==> src/rtl/hazard_scoreboard.sv <==
// rtl/hazard_scoreboard.sv - pipeline hazard unit with forwarding, stalls and long-op busy scoreboard
// Combinational forwarding/stall outputs; registered busy bits, in-flight count, sticky error and counters.
module hazard_scoreboard #(
  parameter int REG_AW  = 5,
  parameter int MAX_OUT = 4,
  parameter int CNT_W   = 32,
  localparam int NREGS  = 2**REG_AW,
  localparam int OUT_W  = $clog2(MAX_OUT+1)
) (
  input  logic              clk,
  input  logic              rst_n,
  input  logic [REG_AW-1:0] rsD,
  input  logic [REG_AW-1:0] rtD,
  input  logic [REG_AW-1:0] writeregD,
  input  logic              regwriteD,
  input  logic              longopD,
  input  logic [1:0]        branchD,
  input  logic [REG_AW-1:0] rsE,
  input  logic [REG_AW-1:0] rtE,
  input  logic [REG_AW-1:0] writeregE,
  input  logic              regwriteE,
  input  logic              memtoregE,
  input  logic              longopE,
  input  logic [REG_AW-1:0] writeregM,
  input  logic [REG_AW-1:0] writeregW,
  input  logic              regwriteM,
  input  logic              memtoregM,
  input  logic              regwriteW,
  input  logic              ldone,
  input  logic [REG_AW-1:0] ldone_reg,
  output logic              forwardaD,
  output logic              forwardbD,
  output logic [1:0]        forwardaE,
  output logic [1:0]        forwardbE,
  output logic              stallF,
  output logic              stallD,
  output logic              flushE,
  output logic [NREGS-1:0]  busy,
  output logic [OUT_W-1:0]  outstanding,
  output logic              sb_err,
  output logic [CNT_W-1:0]  stall_cnt,
  output logic [CNT_W-1:0]  sb_stall_cnt
);

  localparam logic [OUT_W-1:0] MAX_OUT_V = OUT_W'(MAX_OUT);
  localparam logic [NREGS-1:0] NOT_R0    = {{(NREGS-1){1'b1}}, 1'b0};

  logic [NREGS-1:0] busy_q, busy_d, set_mask, clr_mask, busy_eff;
  logic [OUT_W-1:0] out_q, out_d;
  logic             err_q, err_d;
  logic [CNT_W-1:0] stall_cnt_q, stall_cnt_d, sb_cnt_q, sb_cnt_d;
  logic             issue_e, done_valid, lwstall, branchstall, sbstall, raw, waw, cap, stall;
  logic [OUT_W:0]   out_plus_issue;

  assign forwardaD = (rsD != '0) && regwriteM && (rsD == writeregM);
  assign forwardbD = (rtD != '0) && regwriteM && (rtD == writeregM);

  assign forwardaE = ((rsE != '0) && regwriteM && (rsE == writeregM)) ? 2'b10 :
                     ((rsE != '0) && regwriteW && (rsE == writeregW)) ? 2'b01 : 2'b00;
  assign forwardbE = ((rtE != '0) && regwriteM && (rtE == writeregM)) ? 2'b10 :
                     ((rtE != '0) && regwriteW && (rtE == writeregW)) ? 2'b01 : 2'b00;

  assign lwstall     = memtoregE && ((rtE == rsD) || (rtE == rtD));
  assign branchstall = (branchD != 2'b00) &&
                       ((regwriteE && ((writeregE == rsD) || (writeregE == rtD))) ||
                        (memtoregM && ((writeregM == rsD) || (writeregM == rtD))));

  assign issue_e = longopE && regwriteE && (writeregE != '0);

  always_comb begin
    set_mask = '0;
    clr_mask = '0;
    if (issue_e) set_mask[writeregE] = 1'b1;
    if (ldone)   clr_mask[ldone_reg] = 1'b1;
  end

  // A same-cycle completion frees the register: the file writes before the D read.
  assign busy_eff = ((busy_q & ~clr_mask) | set_mask) & NOT_R0;

  assign raw            = busy_eff[rsD] || busy_eff[rtD];
  assign waw            = regwriteD && busy_eff[writeregD];
  assign out_plus_issue = {1'b0, out_q} + {{OUT_W{1'b0}}, issue_e};
  assign cap            = longopD && (out_plus_issue >= (OUT_W+1)'(MAX_OUT));
  assign sbstall        = raw || waw || cap;
  assign stall          = lwstall || branchstall || sbstall;

  assign stallD = stall;
  assign stallF = stall;
  assign flushE = stall;

  // busy_q[0] never sets, so this also rejects completions to register 0.
  assign done_valid = ldone && busy_q[ldone_reg];

  always_comb begin
    busy_d = (busy_q & ~(done_valid ? clr_mask : '0)) | set_mask;
    busy_d = busy_d & NOT_R0;

    out_d = out_q;
    if (issue_e && !done_valid && (out_q != MAX_OUT_V))
      out_d = out_q + OUT_W'(1);
    else if (!issue_e && done_valid && (out_q != '0))
      out_d = out_q - OUT_W'(1);

    err_d = err_q || (ldone && !done_valid) || (issue_e && (out_q == MAX_OUT_V));

    stall_cnt_d = stall_cnt_q;
    if (stall && (stall_cnt_q != '1)) stall_cnt_d = stall_cnt_q + CNT_W'(1);
    sb_cnt_d = sb_cnt_q;
    if (sbstall && (sb_cnt_q != '1)) sb_cnt_d = sb_cnt_q + CNT_W'(1);
  end

  always_ff @(posedge clk or negedge rst_n) begin
    if (!rst_n) begin
      busy_q      <= '0;
      out_q       <= '0;
      err_q       <= 1'b0;
      stall_cnt_q <= '0;
      sb_cnt_q    <= '0;
    end else begin
      busy_q      <= busy_d;
      out_q       <= out_d;
      err_q       <= err_d;
      stall_cnt_q <= stall_cnt_d;
      sb_cnt_q    <= sb_cnt_d;
    end
  end

  assign busy         = busy_q;
  assign outstanding  = out_q;
  assign sb_err       = err_q;
  assign stall_cnt    = stall_cnt_q;
  assign sb_stall_cnt = sb_cnt_q;

endmodule
==> config.mk <==
export PLATFORM = sky130hd
export DESIGN_NAME = hazard_scoreboard
export DESIGN_NICKNAME = d
export VERILOG_FILES = /design/src/rtl/hazard_scoreboard.sv
export SDC_FILE = /design/constraint.sdc
export NUM_CORES = 1
export LEC_CHECK = 0
export CAP_MARGIN = 40
export CORE_MARGIN = 1.5
export CORE_UTILIZATION = 50
export CTS_CLUSTER_SIZE = 8
export DETAILED_ROUTE_END_ITERATION = 6
export PLACE_DENSITY_LB_ADDON = 0.25
export SYNTH_ARGS = -nofsm -noshare
export SYNTH_HDL_FRONTEND = slang
export SYNTH_SLANG_ARGS = --single-unit
==> constraint.sdc <==
create_clock -name clk -period 4.7 [get_ports clk]
set_clock_uncertainty 0.15 [all_clocks]
set_input_delay 0.94 -clock clk [delete_from_list [all_inputs] [get_ports clk]]
set_output_delay 0.94 -clock clk [all_outputs]
set_load 0.005 [all_outputs]
==> results of run 1 <==
==> synthesized netlist by cell type (3+ instances only) <==
| cell type | count | area share |
|---|---|---|
| nand2_1 | 116 | 0.065 |
| buf_4 | 3 | 0.0034 |
| xnor2_1 | 49 | 0.064 |
| and4_1 | 3 | 0.0039 |
| a41oi_1 | 6 | 0.0079 |
| nor3b_1 | 5 | 0.0056 |
| a21oi_1 | 11 | 0.0082 |
| buf_2 | 15 | 0.011 |
| nor4b_1 | 6 | 0.0079 |
| a31oi_1 | 3 | 0.0028 |
| nand3_1 | 53 | 0.040 |
| nand4b_1 | 3 | 0.0039 |
| and3_1 | 11 | 0.010 |
| dfrtp_1 | 99 | 0.37 |
| a221oi_1 | 7 | 0.0092 |
| o21ai_0 | 33 | 0.025 |
| a21boi_0 | 3 | 0.0034 |
| nor4_1 | 17 | 0.016 |
| o21ai_1 | 4 | 0.0030 |
| mux4_2 | 11 | 0.037 |
| and3b_1 | 4 | 0.0052 |
| or4_1 | 4 | 0.0045 |
| nor2_1 | 42 | 0.024 |
| a211oi_1 | 6 | 0.0067 |
| or2_2 | 4 | 0.0037 |
| buf_1 | 3 | 0.0017 |
| clkbuf_1 | 22 | 0.012 |
| and2_1 | 4 | 0.0037 |
| nand2b_1 | 7 | 0.0066 |
| nand4bb_1 | 3 | 0.0051 |
| a22oi_1 | 6 | 0.0067 |
| inv_1 | 19 | 0.011 |
| nand4_1 | 18 | 0.017 |
| nor3_1 | 32 | 0.024 |
| nor2b_1 | 4 | 0.0037 |
| xor2_1 | 64 | 0.084 |
| o211ai_1 | 3 | 0.0034 |
| o221ai_1 | 4 | 0.0052 |
==> per-stage QoR <==
stage	setup TNS, ps	cell area, µm²	util
finish	0	9966	0.7586
floorplan	0	6680	-
global placement	-1306	9400	0.7155
detailed placement	-1368	9400	0.7155
CTS	0	9879	0.7520
global route	-16.11	9966	0.7586
==> routing by layer <==
layer  GRT usage  up-vias  part of all wire
met5           0        -           0.00065
met4      0.1483        2             0.040
met3     0.07577       81             0.087
met2      0.5814      425              0.47
met1      0.4501     3519              0.40
li1            -     3260                 -
==> area by class of cell <==
cell class / count / share of cell area
tap: 176 / 0.02210
timing repair buffer: 309 / 0.2729
sequential: 99 / 0.2486
multi-input combinational: 593 / 0.4186
clock buffer: 9 / 0.02260
clock inverter: 7 / 0.008035
inverter: 19 / 0.007156
==> state kept, by name, summed over array words and instances, names as in the netlist <==
register	flops
busy	31
outstanding	3
sb_err	1
sb_stall_cnt	32
stall_cnt	32
==> critical path: stages <==
cell and delay (ps):
clkdlybuf4s15_1 260, or4b_4 530, o21ai_4 170, a21oi_1 90, o41ai_2 290, nor4_1 90
buf_4 150, a2111oi_4 370, nand4_4 170, nor2_4 130, inv_2 50, dlygate4sd2_1 260
==> power groups by stage <==
| stage | registers (mW) | logic, mW | clock network [mW] |
|---|---|---|---|
| after global placement | 1.22 | 1.23 | 0 |
| after CTS | 1.21 | 1.28 | 0.771 |
| after floorplan | 1.20 | 0.536 | 0 |
| after global routing | 1.25 | 1.40 | 0.806 |
| final | 1.22 | 1.31 | 0.768 |
| after detailed placement | 1.23 | 1.25 | 0 |
==> logic make-up (layout without fill, tap and decap cells) <==
logic type                 count (synthesis)  after routing  synth area share
DFF                                       99             99            0.3709
muxes                                     16             16           0.04570
and+or+nand+nor                          350            350            0.2701
buffers and inverters                     63            344           0.04102
adders and majority gates                  3              3          0.006742
other                                      1              1         0.0005614
AOI/OAI and AO/OA                        110            110            0.1169
xor gates and xnor gates                 113            113            0.1482
==> how the worst max path moves through the flow <==
stage                             from     end  slack (ps)
after floorplan           ldone_reg[3]  stallD         270
after global placement    ldone_reg[1]  stallD        -440
after detailed placement  ldone_reg[1]  stallD        -460
after CTS                 writeregE[4]  stallD          80
after global routing      ldone_reg[1]  stallF          -8
final                            ldone  stallD         110
==> timing repair <==
| item | 4_1_cts | 5_1_grt |
|---|---|---|
| setup endpoints to repair | 3 | 3 |
| gates resized for setup | 68 | 39 |
| setup buffers | 6 | 1 |
| pin swaps | 14 | 16 |
==> flow_summary.toml, run 1 <==
[floorplan]
die_h_um = 118.6
die_area_um2 = 14060
rows = 42
fp.dieW_um = 118.6
core-area_um2 = 13140
io_pins = 167
initial_core_util = 0.5085

[min_path]
whs_path_depth = 1
holdCritPathClass = "flop to flop"
hp-start = "stall_cnt[6]"
min_to = "stall_cnt[6]"

[timing]
fmax_mhz = 217.8
max-slew-margin-rel = 0.4930
hold_ws_ps = 344.7
fin_crit_sh = 0.9770
worst_pin_slew_ps = 760.5
slew_violations = 0
period_needed_ps = 4592
finalSetupViolCount = 0
rsz0062_at_grt = "true"
setup_ws_ps = 108.1
timing.final.hold_violations = 0

[global_route]
groute.usage.overall = 0.3528
grt_pass1_vias = 7131
antenna_found_initial = 1
grt_pass1_wl_mm = 38.23
grt_overflow = 0
grt_max_degree = 54

[synth]
ys_seq_area_frac = 0.3709
synth_cell_types = 75
synth_nets = 816
synth-seq-cells = 99
netlist_instances = 755
yosys_most_used_dff = "dfrtp_1"
ys_warn_count = 0
synth.cell_area_um2 = 6680
synth_edf_count = 0
async_flop_share = 1.000
synth.avg_cell_area_um2 = 8.848

[clock_network]
cts_root_buf = "clkbuf_16"
cts.clk_slew.worst_paths_ps = 80
postCtsHoldBufs = 0
cts_tree = "built"
cts_buffers = 9
cts_buffer_depth = 2
clock_latency_ps = 360
numClockSinks = 99
cts_max_level = 3

[detailed_routing]
drtPass1Iterations = 7
wire_per_inst_um = 20.41
antenna_left = 0
wirelength_mm = 24.73
drt_iter0_drc = 632
vias = 7287
via_per_inst = 6.012
drc = 0

[pwr]
switching_share = 0.3560
switching_power_mw = 1.175
internal_power_mw = 2.126
total_power_mw = 3.302
power_density_nw_per_um2 = 331.3
clockPowerShare = 0.233
power_frac_seq = 0.371
combPwrFrac = 0.396
irDropWorstVdd_uv = 329.9
p_leak_nw = 4.335

[worst_setup_path]
cp_max_fo = 4
rr_endpoint = "outstanding[2]"
crit_arrival_ps = 3500
cp-end-kind = "primary output"
r2r_slack_ps = 1390
startpoint_type = "primary input"
worstPathRequired_ps = 3610
worstRegToRegCells = 10
worstSetupPathType = "primary input to primary output"
r2r_start = "busy[27]"

[layout]
synthToLayoutAreaGrowth_pct = 49.19
seqCellArea_um2 = 2477
layout_common_cells = "clkdlybuf4s50_1 (148), buf_4 (142), nand2_1 (108), dfrtp_1 (99), xor2_1 (64)"
multi_input_area_um2 = 4172
drive_gt1_frac = 0.2365
final_common_cell = "clkdlybuf4s50_1"
final_net_count = 1092
n_fill_cell = 941
stdcell_count = 1212
n_antenna_cell = 0

[placement]
finalWeightedCongestion = 1.068
post-place-ws_ps = -459.1
portBuffers = 165
dp.cells = 1190
dp_hpwl_mm = 19.05

[job]
cap_violations = 0

[outcome]
outcome = "finished, final reports clean"
(Power assumes the default switching activity.)
==> run 2, diff against run 1 <==
--- a/config.mk
+++ b/config.mk
@@ -11,6 +11,7 @@
 export CTS_CLUSTER_SIZE = 8
 export DETAILED_ROUTE_END_ITERATION = 6
 export PLACE_DENSITY_LB_ADDON = 0.25
+export RECOVER_POWER = 100
 export SYNTH_ARGS = -nofsm -noshare
 export SYNTH_HDL_FRONTEND = slang
 export SYNTH_SLANG_ARGS = --single-unit
==> run 2 against run 1 <==
- the flow now finishes with violations (DRC, capacitance limit, slew limit)
- global-route usage unchanged
- highest routed layer unchanged
- setup slack worse by 0.51 ps
- utilization is 0.057 points lower
- routed wire length shrank 0.16%
- hold slack is essentially flat
- maximum frequency barely moved
- cell area barely moved
==> flow_summary.toml, run 2 (same netlist as run 1, synthesis figures left out) <==
[outcome]
violations = "DRC, capacitance limit, slew limit"
outcome = "finished, violations left"

[worst_setup_path]
rr_endpoint = "outstanding[2]"
worstSetupPathType = "primary input to primary output"
r2r_slack_ps = 1400
cp-end-kind = "primary output"
crit_arrival_ps = 3500
cp_max_fo = 6
r2r_start = "busy[27]"
worstRegToRegCells = 10
worstPathRequired_ps = 3610
startpoint_type = "primary input"

[layout]
layout_common_cells = "clkdlybuf4s50_1 (148), buf_4 (137), nand2_1 (108), dfrtp_1 (99), xor2_1 (64)"
final_common_cell = "clkdlybuf4s50_1"
n_fill_cell = 941
stdcell_count = 1212
fin_util = 0.7580
multi_input_area_um2 = 4172
synthToLayoutAreaGrowth_pct = 49.07
drive_gt1_frac = 0.2346
final_net_count = 1092
seqCellArea_um2 = 2477
n_antenna_cell = 0

[pwr]
combPwrFrac = 0.396
irDropWorstVdd_uv = 329.9
internal_power_mw = 2.125
switching_share = 0.3565
power_frac_seq = 0.371
power_density_nw_per_um2 = 331.6
p_leak_nw = 4.327
switching_power_mw = 1.177
clockPowerShare = 0.233

[floorplan]
initial_core_util = 0.5085
io_pins = 167
die_area_um2 = 14060
fp.dieW_um = 118.6
die_h_um = 118.6
core-area_um2 = 13140
rows = 42

[placement]
dp_hpwl_mm = 19.05
portBuffers = 165
finalWeightedCongestion = 1.068
dp.cells = 1190
post-place-ws_ps = -459.1

[clock_network]
clock_latency_ps = 360
cts_max_level = 3
numClockSinks = 99
postCtsHoldBufs = 0
cts_buffer_depth = 2
cts_root_buf = "clkbuf_16"
cts.clk_slew.worst_paths_ps = 80
cts_tree = "built"
cts_buffers = 9

[timing]
timing.final.hold_violations = 0
finalSetupViolCount = 0
fin_setup_tns_ps = 0
max-slew-margin-rel = -1.080
slew_violations = 54
fmax_mhz = 217.8
worst_pin_slew_ps = 3120
period_needed_ps = 4592
rsz0062_at_grt = "true"
fin_crit_sh = 0.9771
setup_ws_ps = 107.6

[global_route]
grt_pass1_vias = 7131
grt_overflow = 0
grt_pass1_wl_mm = 38.23
antenna_found_initial = 1
grt_max_degree = 54
groute.usage.overall = 0.3528

[detailed_routing]
vias = 7307
wire_per_inst_um = 20.37
antenna_left = 0
drtPass1Iterations = 7
via_per_inst = 6.029
wirelength_mm = 24.69
drc = 4
drt_iter0_drc = 659

[min_path]
min_to = "stall_cnt[6]"
hp-start = "stall_cnt[6]"
whs_path_depth = 1
holdCritPathClass = "flop to flop"

[job]
cap_violations = 1
==> run 2: changes by cell type in the layout (fill, tap and decap cells not counted) <==
cell      delta
o21ai_0      +3
buf_4        -5
clkbuf_4     +3
clkbuf_1     +2
o21ai_1      -3
==> run 2: metal layers <==
layer  up-vias  track usage  share of wire
met2       430       0.5814           0.48
met1      3522       0.4501           0.39
li1       3269            -              -
met4         2       0.1483          0.040
met5         -            0        0.00065
met3        84      0.07577          0.089
==> run 2: worst max path at each step <==
stage | cells past startpoint | slack (ps) | endpoint | start
floorplan | 12 | 270 | stallD | ldone_reg[3]
global placement | 13 | -440 | stallD | ldone_reg[1]
detailed placement | 12 | -460 | stallD | ldone_reg[1]
CTS | 14 | 80 | stallD | writeregE[4]
global route | 14 | -8 | stallF | writeregE[4]
finish | 14 | 110 | stallD | writeregE[4]
==> run 2: through the flow <==
step                power (mW)  hold WS, ps  instance area, µm²
global route             3.453        372.7                9958
finish                   3.302        344.5                9958
floorplan                1.732        312.8                6680
global placement         2.444        309.7                9400
CTS                      3.269        347.6                9879
detailed placement       2.480        331.4                9400
==> run 2: layout make-up <==
class,instances,share of cell area
inverter,19,0.007162
multi-input combinational,593,0.4189
clock buffer,9,0.02262
sequential,99,0.2488
clock inverter,7,0.008041
tap,176,0.02211
timing repair buffer,309,0.2724
==> run 2: timing repair <==
action | in CTS | in global routing
buffers inserted | 6 | 1
endpoints found under the setup margin | 3 | 3
gates resized for setup | 68 | 39
hold endpoints to repair | 0 | 0
pin swaps | 14 | 16
==> run 2: power by group through the flow <==
stage	Clock (mW)	Combinational [mW]	Sequential, mW
CTS	0.771	1.28	1.21
floorplan	0	0.536	1.20
detailed placement	0	1.25	1.23
global route	0.806	1.40	1.25
global placement	0	1.23	1.22
finish	0.770	1.31	1.23
==> run 2: critical path: stages <==
cell and delay (ps):
clkdlybuf4s50_1 470, buf_6 120, buf_4 110, and3b_2 260, nand2_1 120, nand3_1 110
a41oi_2 160, nor4_1 80, buf_4 150, a2111oi_4 370, nand4_4 170, nor2_4 130
inv_2 50, dlygate4sd2_1 260
